===== config.mk =====
export PLATFORM = sky130hd
export DESIGN_NAME = sys_bus_arbiter
export DESIGN_NICKNAME = d
export VERILOG_FILES = /design/src/rtl/sys_bus_arb_pkg.sv /design/src/rtl/sys_req_slot.sv /design/src/rtl/sys_bus_arbiter.sv
export SDC_FILE = /design/constraint.sdc
export NUM_CORES = 1
export LEC_CHECK = 0
export ABC_AREA = 1
export BUFFER_PORTS_ARGS = -buffer_cell sky130_fd_sc_hd__buf_2
export CAP_MARGIN = 10
export CORE_MARGIN = 4
export CORE_UTILIZATION = 30
export DETAILED_ROUTE_END_ITERATION = 12
export SLEW_MARGIN = 15
export SYNTH_ARGS = -nofsm -noshare
export SYNTH_HDL_FRONTEND = slang
export SYNTH_SLANG_ARGS = --single-unit

===== constraint.sdc =====
create_clock -name axi_clk_i -period 1.3 [get_ports axi_clk_i]
set_input_delay 0.13 -clock axi_clk_i [delete_from_list [all_inputs] [get_ports axi_clk_i]]
set_output_delay 0.13 -clock axi_clk_i [all_outputs]
set_load 0.005 [all_outputs]

===== src/rtl/sys_bus_arb_pkg.sv =====
// Shared types for the two-requester system-bus arbiter.
package sys_bus_arb_pkg;

   localparam int ARB_DW = 64;
   localparam int ARB_AW = 32;
   localparam int ARB_SW = ARB_DW / 8;

   typedef enum logic {IDLE, WAIT} state_t;
   typedef enum logic {OP_RD, OP_WR} op_t;

   typedef struct packed {
      logic              pending;
      op_t               op;
      logic [ARB_AW-1:0] addr;
      logic [ARB_DW-1:0] wdata;
      logic [ARB_SW-1:0] sel;
   } slot_t;

endpackage


===== src/rtl/sys_req_slot.sv =====
// One-deep request holding slot; a pulse arriving while occupied is dropped.
module sys_req_slot
   import sys_bus_arb_pkg::*;
(
   input  logic              clk,
   input  logic              rst_n,
   input  logic              wen,
   input  logic              ren,
   input  logic              clr,
   input  logic [ARB_AW-1:0] addr,
   input  logic [ARB_DW-1:0] wdata,
   input  logic [ARB_SW-1:0] sel,
   output slot_t             slot
);

   // clr only arrives while pending, so a coincident pulse is dropped anyway
   always_ff @(posedge clk or negedge rst_n) begin
      if (!rst_n) begin
         slot <= '0;
      end else if (clr) begin
         slot.pending <= 1'b0;
      end else if (!slot.pending && (wen || ren)) begin
         slot.pending <= 1'b1;
         slot.op      <= wen ? OP_WR : OP_RD;
         slot.addr    <= addr;
         slot.wdata   <= wdata;
         slot.sel     <= sel;
      end
   end

endmodule


===== src/rtl/sys_bus_arbiter.sv =====
// Round-robin arbiter serializing two requesters onto one system-bus target,
// with per-access response timeout.
module sys_bus_arbiter
   import sys_bus_arb_pkg::*;
#(
   parameter int AXI_DW  = ARB_DW,
   parameter int AXI_AW  = ARB_AW,
   parameter int AXI_SW  = AXI_DW / 8,
   parameter int TIMEOUT = 64
) (
   input  logic                axi_clk_i,
   input  logic                axi_rstn_i,
   input  logic [2*AXI_AW-1:0] req_addr_i,
   input  logic [2*AXI_DW-1:0] req_wdata_i,
   input  logic [2*AXI_SW-1:0] req_sel_i,
   input  logic [1:0]          req_wen_i,
   input  logic [1:0]          req_ren_i,
   output logic [1:0]          req_ack_o,
   output logic [1:0]          req_err_o,
   output logic [AXI_DW-1:0]   req_rdata_o,
   output logic [AXI_AW-1:0]   sys_addr_o,
   output logic [AXI_DW-1:0]   sys_wdata_o,
   output logic [AXI_SW-1:0]   sys_sel_o,
   output logic                sys_wen_o,
   output logic                sys_ren_o,
   input  logic [AXI_DW-1:0]   sys_rdata_i,
   input  logic                sys_err_i,
   input  logic                sys_ack_i
);

   localparam int CW = (TIMEOUT > 0) ? $clog2(TIMEOUT + 1) : 1;
   localparam logic [CW-1:0] TMO_LAST = (TIMEOUT > 0) ? CW'(TIMEOUT - 1) : '0;

   slot_t          slot [2];
   logic [1:0]     pend;
   logic [1:0]     clr;
   state_t         state_q, state_d;
   logic           gnt_q, gnt_d;
   logic           last_grant_q;
   logic [CW-1:0]  wait_cnt_q;
   logic           tmo_q;
   logic           issue, done, done_err;
   slot_t          iss, cur;

   for (genvar i = 0; i < 2; i++) begin : g_slot
      sys_req_slot u_slot (
         .clk   (axi_clk_i),
         .rst_n (axi_rstn_i),
         .wen   (req_wen_i[i]),
         .ren   (req_ren_i[i]),
         .clr   (clr[i]),
         .addr  (req_addr_i[i*AXI_AW +: AXI_AW]),
         .wdata (req_wdata_i[i*AXI_DW +: AXI_DW]),
         .sel   (req_sel_i[i*AXI_SW +: AXI_SW]),
         .slot  (slot[i])
      );
   end

   assign pend = {slot[1].pending, slot[0].pending};
   assign iss  = slot[gnt_d];
   assign cur  = slot[gnt_q];
   assign clr  = {2{done}} & {gnt_q, ~gnt_q};

   always_comb begin
      state_d  = state_q;
      gnt_d    = gnt_q;
      issue    = 1'b0;
      done     = 1'b0;
      done_err = 1'b0;
      case (state_q)
         IDLE: begin
            if (|pend) begin
               issue   = 1'b1;
               gnt_d   = (&pend) ? ~last_grant_q : pend[1];
               state_d = WAIT;
            end
         end
         WAIT: begin
            if (sys_ack_i) begin
               done     = 1'b1;
               done_err = sys_err_i;
               state_d  = IDLE;
            end else if (tmo_q) begin
               done     = 1'b1;
               done_err = 1'b1;
               state_d  = IDLE;
            end
         end
         default: state_d = IDLE;
      endcase
   end

   always_ff @(posedge axi_clk_i or negedge axi_rstn_i) begin
      if (!axi_rstn_i) begin
         state_q <= IDLE;
         gnt_q   <= 1'b0;
      end else begin
         state_q <= state_d;
         gnt_q   <= gnt_d;
      end
   end

   // tmo_q is a registered terminal-count flag, which puts the error
   // completion one cycle after wait_cnt reaches TIMEOUT-1
   always_ff @(posedge axi_clk_i or negedge axi_rstn_i) begin
      if (!axi_rstn_i) begin
         last_grant_q <= 1'b1;
         wait_cnt_q   <= '0;
         tmo_q        <= 1'b0;
         sys_addr_o   <= '0;
         sys_wdata_o  <= '0;
         sys_sel_o    <= '0;
         sys_wen_o    <= 1'b0;
         sys_ren_o    <= 1'b0;
         req_ack_o    <= '0;
         req_err_o    <= '0;
         req_rdata_o  <= '0;
      end else begin
         sys_wen_o <= issue && (iss.op == OP_WR);
         sys_ren_o <= issue && (iss.op == OP_RD);
         if (issue) begin
            sys_addr_o  <= iss.addr;
            sys_wdata_o <= iss.wdata;
            sys_sel_o   <= iss.sel;
            wait_cnt_q  <= '0;
         end else if (state_q == WAIT) begin
            wait_cnt_q <= wait_cnt_q + 1'b1;
         end
         tmo_q <= (TIMEOUT != 0) && (state_q == WAIT) && !sys_ack_i && !tmo_q
                  && (wait_cnt_q == TMO_LAST);
         req_ack_o   <= clr;
         req_err_o   <= done_err ? clr : 2'b00;
         req_rdata_o <= (done && sys_ack_i && (cur.op == OP_RD)) ? sys_rdata_i : '0;
         if (done) last_grant_q <= gnt_q;
      end
   end

endmodule


======== After elaboration in Yosys (flattened, before gate mapping) ========
Cells that the tools add are included.
storage, ports and cells
  input port bits ......................... 280
  flip-flop bits (word level) ............. 397
cells by class
  $lt $le $gt $ge ......................... 2
  reduce and logical (&&, ||, !) cells .... 22
  $add $sub $neg .......................... 1
  bitwise gates (word level) .............. 10
  eq/ne operators ......................... 1
  mux-type cells .......................... 29
operator list
  kind                 number
  $mux 105             6
  $mux 106             2
  $mux 64              1
  $mux 1               16
  $mux 7               2
  $logic_and 1x1->1    9
  $add 7x1->7 const B  1
  $eq 7x6->1 const B   1
  $not 1->1            7
  $reduce_and 2->1     3
  $reduce_bool 2->1    3
  $ge 2x2->1 const B   2
  $logic_not 1->1      4
  $not 1->2            2
  $and 2x2->2          1
  $logic_or 1x1->1     2
  $mux 2               1
  $pmux 1 s2           1
  $reduce_or 2->1      1

======== Logic depth before layout (Yosys ltp) ========
Gate-level depths: netlist of run 1.
  word-level depth ........................ 10
  mapped depth ............................ 10
  gate-level depth less buffers ........... 7

======== By module ========
Synthesis of run 1 repeated with hierarchy kept, for this count alone.
unflattened totals
  cells, all modules ...................... 2079
  area total of the unflattened synthesis .. 16874.9 µm²
by module, submodules not included
  module           area each (µm²)  cells each  times used
  sys_bus_arbiter  8544.4           1157        1
  sys_req_slot     4165.2           461         2

======== Worst setup path before layout of run 1 ========
OpenSTA, ideal clock, no wires.
  path kind ............................... flip-flop to flip-flop
  from .................................... register last_grant_q
  to ...................................... register sys_wdata_o[10]
  data required time ...................... 1.184 ns
  path buffers ............................ 2
  clock period less this slack ............ 1.460 ns
  setup slack ............................. -0.160 ns
  cell stages (with the launch flop) ...... 10
  library setup time ...................... 0.116 ns
  arrival time ............................ 1.344 ns
  cell sequence ........................... dfstp_2 -> inv_1 -> nand2_1 -> buf_2 -> buf_1 -> nand3b_1 -> nand2_1 -> inv_1 -> nand2_1 -> nand2_1
on the way
  longest elaborated chain between the ends .. 8
RTL lines
  element                                      RTL line                RTL
  start, declared                              sys_bus_arbiter.sv:39   logic last_grant_q;
  start signal, assigned                       sys_bus_arbiter.sv:134  if (done) last_grant_q <= gnt_q;
  $not 1->1                                    sys_bus_arbiter.sv:74   gnt_d = (&pend) ? ~last_grant_q : pend[1];
  $mux 1                                       sys_bus_arbiter.sv:74
  $mux 1                                       sys_bus_arbiter.sv:72   if (|pend) begin
  $mux 1                                       sys_bus_arbiter.sv:70   case (state_q)
  $not 1->2 (not written as such)              sys_bus_arbiter.sv:60   assign iss = slot[gnt_d];
  $mux 105 (not written as such) (3 in a row)  sys_bus_arbiter.sv:60
  end signal, assigned                         sys_bus_arbiter.sv:123  sys_wdata_o <= iss.wdata;
  end, declared                                sys_bus_arbiter.sv:22   output logic [AXI_DW-1:0] sys_wdata_o,
Every way passes these cells. The select of a mux whose other input is x is not followed.
A chain may end at the register's enable or synchronous reset.

======== Worst setup path in the final report of run 1 ========
  from .................................... register g_slot[0].u_slot.slot[105] (netlist name)
  to ...................................... register sys_sel_o[3]
on the way
  longest elaborated chain between the ends .. 8
RTL lines
  element                                      RTL line                RTL
  $reduce_and 2->1                             sys_bus_arbiter.sv:74
  $mux 1                                       sys_bus_arbiter.sv:74
  $mux 1                                       sys_bus_arbiter.sv:72
  $mux 1                                       sys_bus_arbiter.sv:70
  $not 1->2 (not written as such)              sys_bus_arbiter.sv:60
  $mux 105 (not written as such) (3 in a row)  sys_bus_arbiter.sv:60
  end signal, assigned                         sys_bus_arbiter.sv:124  sys_sel_o <= iss.sel;
  end, declared                                sys_bus_arbiter.sv:23   output logic [AXI_SW-1:0] sys_sel_o,
Parallel ways exist; a longest one is shown, timed or not. The select of a mux whose other input is x is not followed.

==> impl_metrics.csv, run 1 <==
group,metric,value,unit
floorplanning,placeableCoreArea,57900,sq um
floorplanning,fp.dieW,250,um
final_layout,syn2layout_area_growth,64.0,%
yosys,ys_seq_elements,397,
route,drt_iter0_markers,1546,
final_layout,final_common_cell,"nand2_1",
floorplanning,io_pins,454,
sta,setup_viol,407,
sta,layout_setup_ws,-267,ps
yosys,synthCells,2108,
run,maxCapViolations,0,
yosys,synth_area_leaders,"dfrtp_1 56%, nand2_1 18%, nand3b_1 8.6%",
final_layout,drive_gt1_frac,0.302,
yosys,synth_cell_type_count,27,
grt,grt_max_degree,79,
worst_setup_path,start_kind,"flip-flop",
worst_setup_path,worst_ep_required_time,1800,ps
yosys,ys_seq_area_frac,0.564,
pwr,pwr-share-comb,0.534,
floorplanning,die_area,62600,sq um
clock_network,clk_pin_slew_worst_paths,50,ps
yosys,syn-num-nets,2389,
clock_network,clock_path_buffers,3,
sta,worst_slew_pin_slew,807,ps
pwr,p_total,72.7,mW
clock_network,clkLatencyLatePin,570,ps
clock_network,cts_tree,"yes",
route,vias_per_cell,4.93,
sta,fin_crit_sh,1.21,
yosys,syn_avg_cell_area,8.35,sq um
grt,grt_pass1_wl,106000,um
pwr,seqPwrFrac,0.289,
sta,max_freq,0.638,GHz
clock_network,cts_buffers,47,
sta,timing.setup.tns,-72830,ps
worst_setup_path,worstSetupEndpointType,"flip-flop",
floorplanning,rows,88,
floorplanning,dieHeight,250,um
pwr,p_sw,30.0,mW
sta,period_needed,1570,ps
grt,antenna_found_initial,3,
sta,skew,18.6,ps
sta,drv_slew,0,
pwr,p_sw_frac,0.412,
place,io_buffers,453,
place,gp_congestion,0.834,
worst_setup_path,crit_slowest_cell,"dfrtp_1",
final_layout,fin_area,28900,sq um
final_layout,final_cell_mix,"717 x nand2_1, 452 x buf_2, 394 x dfrtp_1",
route,via_count,18440,
sta,rsz0062_at_grt,"yes",
route,drc,0,
place,dp_hpwl,40400,um
route,dr.pass1.iters,6,
sta,max-slew-margin-rel,0.460,
pwr,peakVddDrop,0.00117,V
floorplanning,start_util,0.304,
pwr,p_leak,15.7,nW
pwr,clock_power_share,0.177,
place,dpl-instance-area,21500,sq um
pwr,p_per_area,2520,nW/um^2
worst_setup_path,path_buf_inv,5,
grt,gr-total-overflow,0,
clock_network,cts-root-buf,"clkbuf_16",
status,status,"finished, violations left",
final_layout,fillers,5194,
grt,grt_pass1_vias,18449,
worst_setup_path,cp.arrival,2070,ps
clock_network,cts.sinks,397,
worst_setup_path,worstSetupPathType,"flip-flop to flip-flop",
worst_hold_path,hold_class,"input pin to flip-flop",
worst_setup_path,critPathTopFamily,"buffers and inverters",
clock_network,htree_levels,2,
route,drtAntennaViolNets,0,
route,finalWirelength,80900,um
worst_setup_path,worst-path-max-fanout,14,
pwr,p_int,42.8,mW
yosys,netlist.area_leader.share,0.563,
status,violations,"negative setup slack",
worst_setup_path,crit_chain,"buf_6 > o21ai_4 > buf_12 > buf_6 > buf_12 > clkbuf_16 > nand2_1 > nand2_1",
worst_setup_path,max_stage_delay,410,ps
yosys,yosys.area.top_type,"dfrtp_1",
route,wire_per_inst,21.6,um
sta,hold_viol_final,0,
final_layout,nets,3223,
yosys,synth_area,17600,sq um
yosys,ys.warnings.count,0,
grt,track_usage,0.212,
kinds of logic after synthesis:
kind of cell / count (synthesis) / synth area share
AO/OA/AOI/OAI: 15 / 0.00511
adder cells (fa/ha/maj): 1 / 0.000710
buffers and inverters: 332 / 0.0786
flip-flops: 397 / 0.564
AND/OR/NAND/NOR: 1363 / 0.351
cell usage after synthesis:
cell type	count
o21ai_0	4
a21oi_1	7
nor2_4	2
ha_1	1
inv_4	1
nand3b_1	202
o2111ai_2	1
buf_4	11
dfstp_2	1
buf_1	13
o21ai_1	1
buf_6	2
nand2_1	854
nand3_1	220
nor2_1	74
and3_1	1
nand2_2	5
o21ai_2	1
o22ai_1	1
inv_1	188
nor3_1	2
clkbuf_1	52
nor2_2	2
inv_2	2
dfrtp_1	396
nand4_1	1
buf_2	63
worst paths after layout:
| check | startpoint | end | slack, ps | depth (start not counted) |
|---|---|---|---|---|
| max reg2reg | g_slot[0].u_slot.slot[105] | sys_sel_o[3] | -270 | 8 |
| min | req_ren_i[0] | g_slot[0].u_slot.slot[105] | 160 | 6 |
| min in group asynchronous | axi_rstn_i | sys_wdata_o[58] | 180 | 3 |
| min reg2reg | g_slot[1].u_slot.slot[98] | g_slot[1].u_slot.slot[98] | 460 | 2 |
| max in group asynchronous | axi_rstn_i | g_slot[0].u_slot.slot[80] | -110 | 3 |
| max | g_slot[0].u_slot.slot[105] | sys_sel_o[3] | -270 | 8 |
layout make-up:
cell class / instances / area (sq um) / share of cell area
Clock inverter: 12 / 106 / 0.00368
Sequential cell: 397 / 9940 / 0.344
Antenna cell: 2 / 5.00 / 0.000173
Timing Repair Buffer: 924 / 8610 / 0.298
Inverter: 191 / 733 / 0.0254
Clock buffer: 71 / 1380 / 0.0476
Multi-Input combinational cell: 1381 / 7160 / 0.248
Tap cell: 765 / 957 / 0.0331
state kept, by name, summed over array words and instances (netlist names), 2 cells and up:
signal / count
g_slot.u_slot.slot: 212
req_ack_o: 2
req_err_o: 2
req_rdata_o: 64
sys_addr_o: 32
sys_sel_o: 8
sys_wdata_o: 64
wait_cnt_q: 7
power groups by stage:
stage / logic, mW / registers (mW) / clock network (mW)
after floorplan: 16.2 / 20.0 / 0
after global placement: 25.5 / 20.5 / 0
after detailed placement: 26.0 / 20.6 / 0
after CTS: 31.0 / 20.5 / 13.1
after global routing: 41.7 / 21.6 / 13.6
final: 38.8 / 21.0 / 12.9
metal layers:
layer / vias to the layer above / GRT usage / wire [um]
met1: 9039 / 0.265 / 31600
met3: 223 / 0.0479 / 6770
met5: - / 0 / 22
li1: 8247 / - / -
met4: 4 / 0.0786 / 3530
met2: 927 / 0.362 / 39000
worst min-delay path, cell delays in order:
cell and delay [ps]:
buf_2 90, nor2_1 70, nor2_4 110, buf_12 160, o21ai_0 90, inv_1 50
timing repair:
item,4_1_cts,5_1_grt
endpoints found under the hold margin,675,0
hold buffers,278,0
resized for setup,59,231
pin swaps,7,40
endpoints found under the setup margin,389,407
setup buffers,17,17
gates cloned,22,53
stage by stage:
| stage | setup slack (ps) | cells | hold WS (ps) | utilization |
|---|---|---|---|---|
| after global routing | -325 | 3741 | 163 | 0.499 |
| after floorplan | -49.0 | 2108 | -166 | - |
| after detailed placement | -226 | 3275 | -9.03 | 0.371 |
| after global placement | -231 | 3275 | -11.3 | 0.371 |
| final | -267 | 3743 | 163 | 0.499 |
| after CTS | -221 | 3675 | 109 | 0.463 |
(Power assumes the default switching activity.)
==> inputs of run 2 (changes only) <==
CORE_UTILIZATION = 35   (was 30)
==> impl_metrics.csv, run 2 (synthesized netlist as in run 1, its figures left out) <==
group,metric,value,unit
worst_setup_path,start_kind,"flip-flop",
worst_setup_path,max_stage_delay,410,ps
grt,grt_pass1_vias,19049,
final_layout,syn2layout_area_growth,69.7,%
worst_setup_path,cp.arrival,2140,ps
floorplanning,io_pins,454,
sta,period_needed,1650,ps
sta,max-slew-margin-rel,0.704,
place,dp.cells,3177,
worst_setup_path,cp_common_cell,"buf_6",
route,drt_iter0_markers,1552,
final_layout,reg_top3,"g_slot.u_slot.slot (212), req_rdata_o (64), sys_wdata_o (64)",
sta,layout_setup_ws,-353,ps
worst_setup_path,worstReg2RegStart,"state_q",
clock_network,clk_pin_slew_worst_paths,70,ps
sta,drv_slew,0,
floorplanning,placeableCoreArea,49400,sq um
status,status,"finished, violations left",
worst_setup_path,worstSetupEndpointType,"flip-flop",
sta,hold_viol_final,0,
final_layout,regMostFlops,"g_slot.u_slot.slot",
route,via_count,18607,
route,dr.pass1.iters,5,
sta,fin_crit_sh,1.27,
route,vias_per_cell,5.06,
clock_network,cts-root-buf,"clkbuf_16",
route,finalWirelength,80300,um
grt,track_usage,0.271,
sta,rsz0062_at_grt,"yes",
place,dp_hpwl,40900,um
final_layout,largest_reg_flops,212,
clock_network,cts_tree,"yes",
worst_setup_path,r2r_slack,-350,ps
final_layout,nets,3252,
clock_network,clkLatencyLatePin,580,ps
floorplanning,start_util,0.357,
clock_network,cts.sinks,397,
final_layout,fillers,3981,
place,gp_congestion,0.819,
sta,setup_viol,394,
worst_setup_path,reg2reg_depth,8,
run,maxCapViolations,0,
clock_network,htree_levels,2,
floorplanning,rows,81,
route,wire_per_inst,21.8,um
status,violations,"negative setup slack",
worst_setup_path,worstSetupPathType,"flip-flop to flip-flop",
floorplanning,fp.dieW,232,um
worst_setup_path,startpoint,"state_q",
grt,antenna_found_initial,9,
floorplanning,die_area,54000,sq um
sta,skew,23.7,ps
route,drc,0,
final_layout,multi_input_area,7740,sq um
final_layout,final_common_cell,"nand2_1",
worst_hold_path,hold_class,"input pin to asynchronous set/reset pin",
final_layout,drive_gt1_frac,0.353,
sta,timing.setup.tns,-97240,ps
worst_setup_path,r2r_end,"req_rdata_o[46]",
grt,grt_pass1_wl,112000,um
sta,max_freq,0.605,GHz
worst_setup_path,worst-path-max-fanout,11,
grt,gr-total-overflow,0,
worst_setup_path,crit_slowest_cell,"dfrtp_2",
worst_setup_path,endpoint,"req_rdata_o[46]",
worst_setup_path,crit_chain,"clkinv_4 > buf_6 > nor2_4 > buf_6 > o2111ai_4 > buf_12 > clkbuf_16 > nor2_1",
worst_setup_path,worst_ep_required_time,1790,ps
final_layout,final_cell_mix,"666 x nand2_1, 452 x buf_2, 392 x dfrtp_1",
route,drtAntennaViolNets,0,
clock_network,cts_buffers,47,
final_layout,final-seq-area,9940,sq um
pwr,p_per_area,2520,nW/um^2
floorplanning,dieHeight,232,um
clock_network,clock_path_buffers,3,
sta,worst_slew_pin_slew,444,ps
pwr,p_leak,16.0,nW
pwr,peakVddDrop,0.00132,V
grt,grt_max_degree,74,
place,io_buffers,453,
final_layout,layout.cells.non_filler,3679,
pwr,p_total,75.4,mW
run 2: through the flow:
step                worst slack, ps  utilization  area [sq um]  hold WS (ps)
CTS                            -270        0.569         28100           118
detailed placement             -321        0.431         21300         -58.3
global route                   -384        0.605         29900           152
floorplan                     -49.0            -         17800          -166
finish                         -353        0.606         29900           136
global placement               -326        0.431         21300         -55.7
run 2: metal layers:
metal,GRT usage,routed length [um],vias up
li1,-,-,8319
met2,0.448,38300,926
met4,0.0942,3060,4
met5,0,22,-
met1,0.352,32000,9154
met3,0.0596,6890,204
run 2: how the worst min path moves through the flow:
stage	to	slack [ps]	start	cells past startpoint
detailed placement	g_slot[1].u_slot.slot[58]	-60	axi_rstn_i	1
global route	sys_wdata_o[40]	150	axi_rstn_i	3
floorplan	g_slot[0].u_slot.slot[0]	-170	axi_rstn_i	0
global placement	g_slot[1].u_slot.slot[58]	-60	axi_rstn_i	1
finish	sys_wdata_o[40]	140	axi_rstn_i	3
CTS	sys_wdata_o[40]	120	axi_rstn_i	3
run 2: power breakdown:
part	internal (mW)	switching, mW
logic	18.9	21.4
registers	17.7	3.51
clock network	8.37	5.55
run 2: layout make-up:
type	count	share of cell area
antenna	7	0.000586
clock buffer	71	0.0478
clock inverter	15	0.00657
inverter	191	0.0248
multi-input combinational	1383	0.259
sequential	397	0.333
tap	664	0.0278
timing repair buffer	950	0.301
timing repair inverter	1	0.000293
run 2: critical path: cells and delay by family (launching register included):
kind                   cells  cell delay [ps]
and+or+nand+nor            2              300
buffers and inverters      5              690
DFF                        1              410
AOI/OAI and AO/OA          1              130
run 2: repair_timing:
action | in CTS | in global routing
buffers inserted | 47 | 19
endpoints found under the setup margin | 395 | 398
hold endpoints to repair | 675 | 0
pin swaps | 27 | 69
cloned | 49 | 32
hold buffers | 278 | 0
gates resized for setup | 173 | 352
==> inputs of run 3 (changes only) <==
==> constraint.sdc (replaced) <==
create_clock -name axi_clk_i -period 1.4 [get_ports axi_clk_i]
set_input_delay 0.35 -clock axi_clk_i [delete_from_list [all_inputs] [get_ports axi_clk_i]]
set_output_delay 0.35 -clock axi_clk_i [all_outputs]
set_load 0.005 [all_outputs]
==> impl_metrics.csv, run 3 (synthesized netlist as in run 1, its figures left out) <==
group,metric,value,unit
final_layout,nets,3145,
sta,max_freq,0.635,GHz
grt,use_met1,0.295,
worst_setup_path,reg2reg_depth,10,
final_layout,drive_gt1_frac,0.352,
grt,top_usage_layer,"met2",
route,dr.pass1.iters,6,
final_layout,final_cell_mix,"641 x nand2_1, 446 x buf_2, 392 x dfrtp_1",
sta,fin_crit_sh,1.13,
grt,grt_pass1_vias,17504,
clock_network,htree_levels,2,
final_layout,utilization,0.584,
grt,track_usage,0.234,
clock_network,cts_tree,"yes",
status,violations,"negative setup slack",
place,dp_hpwl,39600,um
sta,skew,18.7,ps
final_layout,regMostFlops,"g_slot.u_slot.slot",
clock_network,clkLatencyLatePin,570,ps
final_layout,largest_reg_flops,212,
place,dpl-instance-area,21300,sq um
pwr,p_leak,15.6,nW
sta,timing.hold.ws,34.5,ps
grt,gr-total-overflow,0,
place,dp.cells,3168,
sta,worst_slew_pin_slew,483,ps
route,via_count,18092,
clock_network,cts-root-buf,"clkbuf_16",
place,io_buffers,453,
worst_setup_path,start_kind,"flip-flop",
worst_setup_path,worstSetupPathType,"flip-flop to flip-flop",
floorplanning,rows,81,
floorplanning,placeableCoreArea,49400,sq um
route,drc,0,
route,vias_per_cell,5.07,
grt,use_met2,0.404,
sta,hold_viol_final,0,
sta,setup_viol,474,
pwr,p_total,71.0,mW
worst_hold_path,hold_class,"input pin to flip-flop",
final_layout,reg_top3,"g_slot.u_slot.slot (212), req_rdata_o (64), sys_wdata_o (64)",
place,gp_congestion,0.851,
pwr,peakVddDrop,0.00105,V
sta,period_needed,1580,ps
route,drtAntennaViolNets,0,
worst_setup_path,worst_ep_required_time,1850,ps
final_layout,final_common_cell,"nand2_1",
floorplanning,fp.dieW,232,um
worst_setup_path,startpoint,"g_slot[0].u_slot.slot[105]",
clock_network,cts.sinks,397,
grt,gr-usage-met3,0.0444,
worst_setup_path,worstSetupEndpointType,"flip-flop",
clock_network,clk_pin_slew_worst_paths,60,ps
sta,layout_setup_ws,-176,ps
route,wire_per_inst,22.3,um
pwr,p_per_area,2460,nW/um^2
worst_hold_path,hold_depth,3,
floorplanning,die_area,54000,sq um
status,status,"finished, violations left",
run,maxCapViolations,0,
grt,antenna_found_initial,3,
floorplanning,dieHeight,232,um
sta,rsz0062_at_grt,"yes",
grt,grt_pass1_wl,99100,um
final_layout,syn2layout_area_growth,63.6,%
sta,drv_slew,0,
worst_setup_path,worst-path-max-fanout,5,
worst_setup_path,worstReg2RegStart,"g_slot[0].u_slot.slot[105]",
route,finalWirelength,79500,um
worst_setup_path,cp.arrival,2020,ps
sta,max-slew-margin-rel,0.678,
clock_network,cts_buffers,46,
final_layout,layout.cells.non_filler,3566,
place,place_ws,-182,ps
grt,grt_max_degree,79,
route,drt_iter0_markers,1623,
final_layout,fillers,4126,
worst_hold_path,hold_start,"req_wdata_i[57]",
floorplanning,io_pins,454,
final_layout,fin_area,28800,sq um
floorplanning,start_util,0.357,
clock_network,clock_path_buffers,3,
sta,timing.setup.tns,-36650,ps
[run 3: cell types whose count changed in the layout (fill, tap and decap cells not counted), sizes merged]
cell,change
bufinv,-2
clkinv,-3
nand2,+2
inv,+1
dlygate4sd3,-115
buf,-19
diode,-3
clkinvlp,-1
bufbuf,-3
clkbuf,+30
[run 3: layout make-up]
cell class	count	area, sq um	share of cell area
antenna	4	10.0	0.000347
inverter	191	737	0.0256
clock inverter	11	115	0.00399
clock buffer	71	1390	0.0481
tap	664	831	0.0288
sequential	397	9940	0.345
multi-input combinational	1385	7630	0.265
timing repair buffer	843	8170	0.284
[run 3: worst max-delay path, stage by stage, from the launching register on]
cell       delay [ps]
dfrtp_2           440
inv_2              80
nor2_4            140
buf_12            160
buf_12            140
clkbuf_16         160
nand3b_1           80
nand2_1            80
inv_1              50
nand2_1            60
nand2_1            60
[run 3: layer usage]
metal | vias to the layer above | part of all wire | wire length [um]
met1 | 8856 | 0.40 | 31700
li1 | 8097 | - | -
met5 | - | 0 | 0
met4 | 0 | 0.038 | 3030
met2 | 946 | 0.48 | 38100
met3 | 193 | 0.084 | 6700
[run 3: worst paths after layout]
path | slack [ps] | endpoint
min in group asynchronous | 190 | req_rdata_o[26]
setup / recovery | -180 | sys_wdata_o[19]
max in group asynchronous | 470 | sys_wdata_o[29]
hold / removal | 30 | g_slot[0].u_slot.slot[65]
setup reg to reg | -180 | sys_wdata_o[19]
hold reg to reg | 460 | g_slot[1].u_slot.slot[12]
[run 3: power by group]
group / internal (mW) / switching, mW
logic: 18.4 / 20.6
registers: 16.5 / 3.40
clock network: 7.16 / 4.97
[run 3: repair_timing]
action	4_1_cts	5_1_grt
pin swaps	34	111
hold buffers	163	0
setup endpoints to repair	558	555
hold endpoints to repair	411	0
cloned	18	83
resized for setup	68	413
setup buffers	26	29
